<file path="config.mk">
export PLATFORM = sky130hd
export DESIGN_NAME = i2c_init_sequencer
export DESIGN_NICKNAME = d
export VERILOG_FILES = /design/src/rtl/i2c_init_sequencer.sv
export SDC_FILE = /design/constraint.sdc
export NUM_CORES = 1
export LEC_CHECK = 0
export BUFFER_PORTS_ARGS = -buffer_cell sky130_fd_sc_hd__buf_2
export CELL_PAD_IN_SITES_DETAIL_PLACEMENT = 1
export CELL_PAD_IN_SITES_GLOBAL_PLACEMENT = 1
export CORE_MARGIN = 1.5
export CORE_UTILIZATION = 44
export CTS_CLUSTER_DIAMETER = 40
export DETAILED_ROUTE_END_ITERATION = 7
export PLACE_DENSITY_LB_ADDON = 0.1
export SLEW_MARGIN = 15
export SYNTH_ARGS = -nofsm -noshare
export SYNTH_HDL_FRONTEND = slang
export SYNTH_SLANG_ARGS = --single-unit
</file>
<file path="constraint.sdc">
create_clock -name clk -period 3.3 [get_ports clk]
set_input_delay 0.66 -clock clk [delete_from_list [all_inputs] [get_ports clk]]
set_output_delay 0.66 -clock clk [all_outputs]
set_load 0.01 [all_outputs]
</file>
<file path="src/rtl/i2c_init_sequencer.sv">
// Purpose : walks an external init-table ROM and issues one single-byte I2C write per entry.
// Latency : start -> ctrl_enable 2 cycles; ready fall -> enable fall 1 cycle; GAP_CYCLES idle after each stop.
// Backpr. : waits on the controller ready handshake per phase; a stalled phase ends in ERROR after TIMEOUT cycles.
// Ports   : clk/reset (sync, active high); start pulse; table_addr/table_data ROM port;
//           ctrl_ready/ctrl_enable/ctrl_mode/ctrl_addr/ctrl_byte controller port;
//           busy/done/error/err_index status to the synth top level.
module i2c_init_sequencer #(
   parameter int unsigned NUM_ENTRIES = 16,
   parameter logic [6:0]  PERIPH_ADDR = 7'h1A,
   parameter int unsigned GAP_CYCLES  = 64,
   parameter int unsigned TIMEOUT     = 65535
) (
   input  logic       clk,
   input  logic       reset,
   input  logic       start,
   output logic [7:0] table_addr,
   input  logic [7:0] table_data,
   input  logic       ctrl_ready,
   output logic       ctrl_enable,
   output logic       ctrl_mode,
   output logic [6:0] ctrl_addr,
   output logic [7:0] ctrl_byte,
   output logic       busy,
   output logic       done,
   output logic       error,
   output logic [7:0] err_index
);

   // Timer only ever has to hold TIMEOUT-1, gap counter GAP_CYCLES-1.
   localparam int unsigned TW = (TIMEOUT > 2) ? $clog2(TIMEOUT) : 1;
   localparam int unsigned GW = (GAP_CYCLES > 1) ? $clog2(GAP_CYCLES) : 1;
   localparam logic [TW-1:0] TMAX = TW'(TIMEOUT - 1);
   localparam logic [GW-1:0] GMAX = GW'(GAP_CYCLES - 1);
   localparam logic [7:0]    LAST = 8'(NUM_ENTRIES - 1);

   typedef enum logic [2:0] {
      S_IDLE,
      S_FETCH,
      S_ISSUE,
      S_WAIT_DONE,
      S_GAP,
      S_DONE,
      S_ERROR
   } state_t;

   state_t        state_q, state_d;
   logic [7:0]    table_addr_q, table_addr_d;
   logic          ctrl_enable_q, ctrl_enable_d;
   logic [7:0]    ctrl_byte_q, ctrl_byte_d;
   logic          busy_q, busy_d;
   logic          done_q, done_d;
   logic          error_q, error_d;
   logic [7:0]    err_index_q, err_index_d;
   logic [TW-1:0] timer_q, timer_d;
   logic [GW-1:0] gap_q, gap_d;

   always_ff @(posedge clk) begin
      if (reset) begin
         state_q       <= S_IDLE;
         table_addr_q  <= 8'h00;
         ctrl_enable_q <= 1'b0;
         ctrl_byte_q   <= 8'h00;
         busy_q        <= 1'b0;
         done_q        <= 1'b0;
         error_q       <= 1'b0;
         err_index_q   <= 8'h00;
         timer_q       <= '0;
         gap_q         <= '0;
      end else begin
         state_q       <= state_d;
         table_addr_q  <= table_addr_d;
         ctrl_enable_q <= ctrl_enable_d;
         ctrl_byte_q   <= ctrl_byte_d;
         busy_q        <= busy_d;
         done_q        <= done_d;
         error_q       <= error_d;
         err_index_q   <= err_index_d;
         timer_q       <= timer_d;
         gap_q         <= gap_d;
      end
   end

   always_comb begin
      state_d       = state_q;
      table_addr_d  = table_addr_q;
      ctrl_enable_d = ctrl_enable_q;
      ctrl_byte_d   = ctrl_byte_q;
      busy_d        = busy_q;
      done_d        = done_q;
      error_d       = error_q;
      err_index_d   = err_index_q;
      timer_d       = timer_q;
      gap_d         = gap_q;

      case (state_q)
         S_IDLE, S_DONE, S_ERROR: begin
            if (start) begin
               state_d      = S_FETCH;
               table_addr_d = 8'h00;
               busy_d       = 1'b1;
               done_d       = 1'b0;
               error_d      = 1'b0;
            end
         end
         S_FETCH: begin
            ctrl_byte_d   = table_data;
            ctrl_enable_d = 1'b1;
            timer_d       = '0;
            state_d       = S_ISSUE;
         end
         S_ISSUE: begin
            // Acceptance is checked before expiry so a tie goes to the handshake.
            // Enable must drop right away: the controller re-arms while it stays high.
            if (!ctrl_ready) begin
               ctrl_enable_d = 1'b0;
               timer_d       = '0;
               state_d       = S_WAIT_DONE;
            end else if (timer_q == TMAX) begin
               ctrl_enable_d = 1'b0;
               err_index_d   = table_addr_q;
               error_d       = 1'b1;
               busy_d        = 1'b0;
               state_d       = S_ERROR;
            end else begin
               timer_d = timer_q + TW'(1);
            end
         end
         S_WAIT_DONE: begin
            if (ctrl_ready) begin
               gap_d   = '0;
               state_d = S_GAP;
            end else if (timer_q == TMAX) begin
               ctrl_enable_d = 1'b0;
               err_index_d   = table_addr_q;
               error_d       = 1'b1;
               busy_d        = 1'b0;
               state_d       = S_ERROR;
            end else begin
               timer_d = timer_q + TW'(1);
            end
         end
         S_GAP: begin
            if (gap_q == GMAX) begin
               if (table_addr_q == LAST) begin
                  busy_d  = 1'b0;
                  done_d  = 1'b1;
                  state_d = S_DONE;
               end else begin
                  table_addr_d = table_addr_q + 8'd1;
                  state_d      = S_FETCH;
               end
            end else begin
               gap_d = gap_q + GW'(1);
            end
         end
         default: state_d = S_IDLE;
      endcase
   end

   assign table_addr  = table_addr_q;
   assign ctrl_enable = ctrl_enable_q;
   assign ctrl_mode   = 1'b1;
   assign ctrl_addr   = PERIPH_ADDR;
   assign ctrl_byte   = ctrl_byte_q;
   assign busy        = busy_q;
   assign done        = done_q;
   assign error       = error_q;
   assign err_index   = err_index_q;

endmodule

</file>
==> flow_summary_export.csv <==
group,metric,value,unit
clock_tree,cts_tree,"yes",
timing,slew_viol_final,0,
pwr,cellLeakagePower,1.22,nW
drt,vias_per_cell,5.48,
yosys,netlist_area,2750,um^2
floorplan,core,5990,um^2
pwr,finalPower,1.30,mW
floorplan,ios,48,
timing,clock.fmax,416,MHz
timing,final_hold_viol_count,0,
yosys,synth_edf_count,0,
drt,wl_per_cell,14.5,um
floorplan,start_util,0.459,
yosys,syn_inst,329,
timing,finalCritPeriodShare,0.728,
critical_path,cpPeakStageDelay,0.84,ns
critical_path,cp.arrival,2.66,ns
timing,finalSetupTns,0,ns
critical_path,slowest_stage,"dfxtp_1",
final_layout,final_common_cell,"dfxtp_1",
clock_tree,cts_buffers,5,
grt,antenna_found_initial,0,
final_layout,area_delta_synth_final,10.5,%
clock_tree,cts_resized,0,
grt,grt_max_degree,31,
clock_tree,path_clk_slew,0.10,ns
yosys,async_reset_ff_frac,0,
pwr,p_per_area,427,nW/um^2
drt,drt_wl_total,6.29,mm
final_layout,final_cells,434,
drt,drtIter0Drc,61,
final_layout,fin_nets,374,
placed_design,post-place-ws,0.958,ns
clock_tree,ctsRootBufferMaster,"clkbuf_8",
yosys,ys.flop_type,"dfxtp_1",
flow_run,cap_violations,0,
grt,grt_pass1_vias,2289,
placed_design,dp_cells,426,
critical_path,crit_path_end_kind,"flip-flop",
critical_path,cp_top_family,"simple AND/OR/NAND/NOR gates",
yosys,ys_warn_count,0,
critical_path,worst-path-max-fanout,22,
yosys,ys_ff_latch,53,
final_layout,design_area,3040,um^2
critical_path,path_cells,"and3_4 -> nor2_1 -> a21o_1 -> or4_1 -> nand2_1",
timing,skew,0.0160,ns
clock_tree,clk_path_buf_depth,2,
grt,grtUsageTotal,0.201,
final_layout,drive_gt1_frac,0.175,
yosys,synth.distinct_cells,55,
outcome,status,"complete, no violations",
drt,via_count,2380,
timing,rsz0062_at_grt,"false",
drt,drc,0,
placed_design,gp_congestion,0.817,
final_layout,n_antenna_cell,0,
clock_tree,hold_buffers,0,
critical_path,path_buf_inv,0,
clock_tree,postCtsSetupBuffers,0,
hold_path,min_path_type,"reg -> reg",
timing,slew_headroom,0.484,
grt,grt_pass1_wl,10.6,mm
critical_path,crit_required,3.56,ns
placed_design,placed_area,2930,um^2
floorplan,die_area,6740,um^2
yosys,syn_avg_cell_area,8.36,um^2
timing,period_needed,2.40,ns
drt,dr.pass1.iters,4,
critical_path,path_class,"reg -> reg",
final_layout,final_cell_mix,"53 x dfxtp_1, 41 x nor2_1, 39 x buf_2, 37 x nand2_1, 24 x a21oi_1",
clock_tree,cts.sinks,53,
critical_path,timing.rr.start,"state_q[0]",
grt,gr-total-overflow,0,
hold_path,worstHoldStart,"ctrl_byte[5]",
pwr,ir_drop,0.197,mV
drt,ant_nets,0,
timing,setup_violations,0,
timing,layout_setup_ws,0.898,ns
timing,worstMarginPinSlew,0.774,ns
floorplan,die_h,82.1,um
yosys,yosysSeqAreaShare,0.386,
placed_design,hpwl,4.48,mm
clock_tree,cts_htree_levels,2,
placed_design,io_buffers,39,
critical_path,crit_path_start,"state_q[0]",
critical_path,start_kind,"flip-flop",
clock_tree,insertion_delay,0.31,ns
floorplan,rows,28,
floorplan,die_x,82.1,um
worst min-delay path, stage by stage (launching register included):
cell,delay (ns)
dfxtp_1,0.32
nand2_1,0.05
a21oi_1,0.05
sequential cells by signal, summed over array words and instances, names as in the netlist:
signal	flops
timer_q	16
ctrl_byte	8
err_index	8
table_addr	8
gap_q	6
state_q	3
busy	1
ctrl_enable	1
done	1
error	1
synthesized netlist by cell type, drive strengths merged (2+ instances only):
master,n,share of area
nand4,9,0.023
o21bai,4,0.012
clkbuf,8,0.011
o21ai,12,0.022
nor3,3,0.0055
o21a,2,0.0055
nor4,5,0.017
nor2,42,0.058
o221ai,2,0.0064
a21o,4,0.011
conb,2,0.0027
nand2,37,0.050
o32ai,2,0.0064
a21oi,26,0.050
o31ai,5,0.014
and4,2,0.0064
inv,7,0.0096
dfxtp,53,0.39
xnor2,2,0.0064
buf,17,0.043
nand2b,2,0.0045
ha,4,0.018
and2,2,0.0045
xor2,13,0.041
o211ai,4,0.011
mux2i,13,0.047
and3,5,0.013
o2111ai,2,0.0064
or3,2,0.0045
a31oi,2,0.0045
or4,9,0.026
nand3,13,0.027
nor2b,3,0.0068
or3b,2,0.0064
worst paths after layout:
kind                       end  slack (ns)  cells after the start
setup / recovery    timer_q[7]        0.90                      5
hold / removal    ctrl_byte[5]        0.46                      2
hold reg to reg   ctrl_byte[5]        0.46                      2
setup reg to reg    timer_q[7]        0.90                      5
report_power, final:
| group | switching [mW] | internal, mW | leakage [nW] |
|---|---|---|---|
| Clock | 0.219 | 0.228 | 0.0554 |
| Sequential | 0.0223 | 0.659 | 0.429 |
| Combinational | 0.107 | 0.0631 | 0.738 |
layout make-up:
cell class	count	area, um^2
fill	769	2950
multi-input combinational	250	1540
sequential	53	1060
timing repair buffer	41	210
tap	75	93.8
clock buffer	6	72.6
clock inverter	2	38.8
inverter	7	26.3
metrics by stage:
| step | hold slack, ns | utilization |
|---|---|---|
| 6_report | 0.459 | 0.508 |
| 5_1_grt | 0.484 | 0.508 |
| 4_1_cts | 0.464 | 0.508 |
| 3_5_place_dp | 0.450 | 0.489 |
| 3_3_place_gp | 0.440 | 0.489 |
| 2_1_floorplan | 0.444 | - |
cells by family (layout without fill, tap and decap cells):
family | after synthesis | after routing | share of synthesized area
DFF | 53 | 53 | 0.386
and+or+nand+nor | 140 | 140 | 0.270
other | 2 | 8 | 0.00273
buffers and inverters | 32 | 56 | 0.0637
xor gates and xnor gates | 15 | 15 | 0.0478
muxes | 13 | 13 | 0.0473
adders and majority gates | 5 | 5 | 0.0218
AOI/OAI and AO/OA | 69 | 69 | 0.161
layer usage:
layer,global-route usage,wire [um]
met1,0.262,2980
met2,0.335,3070
met3,0.0422,163
met4,0.0576,71
met5,0,0
(Power assumes the default switching activity.)
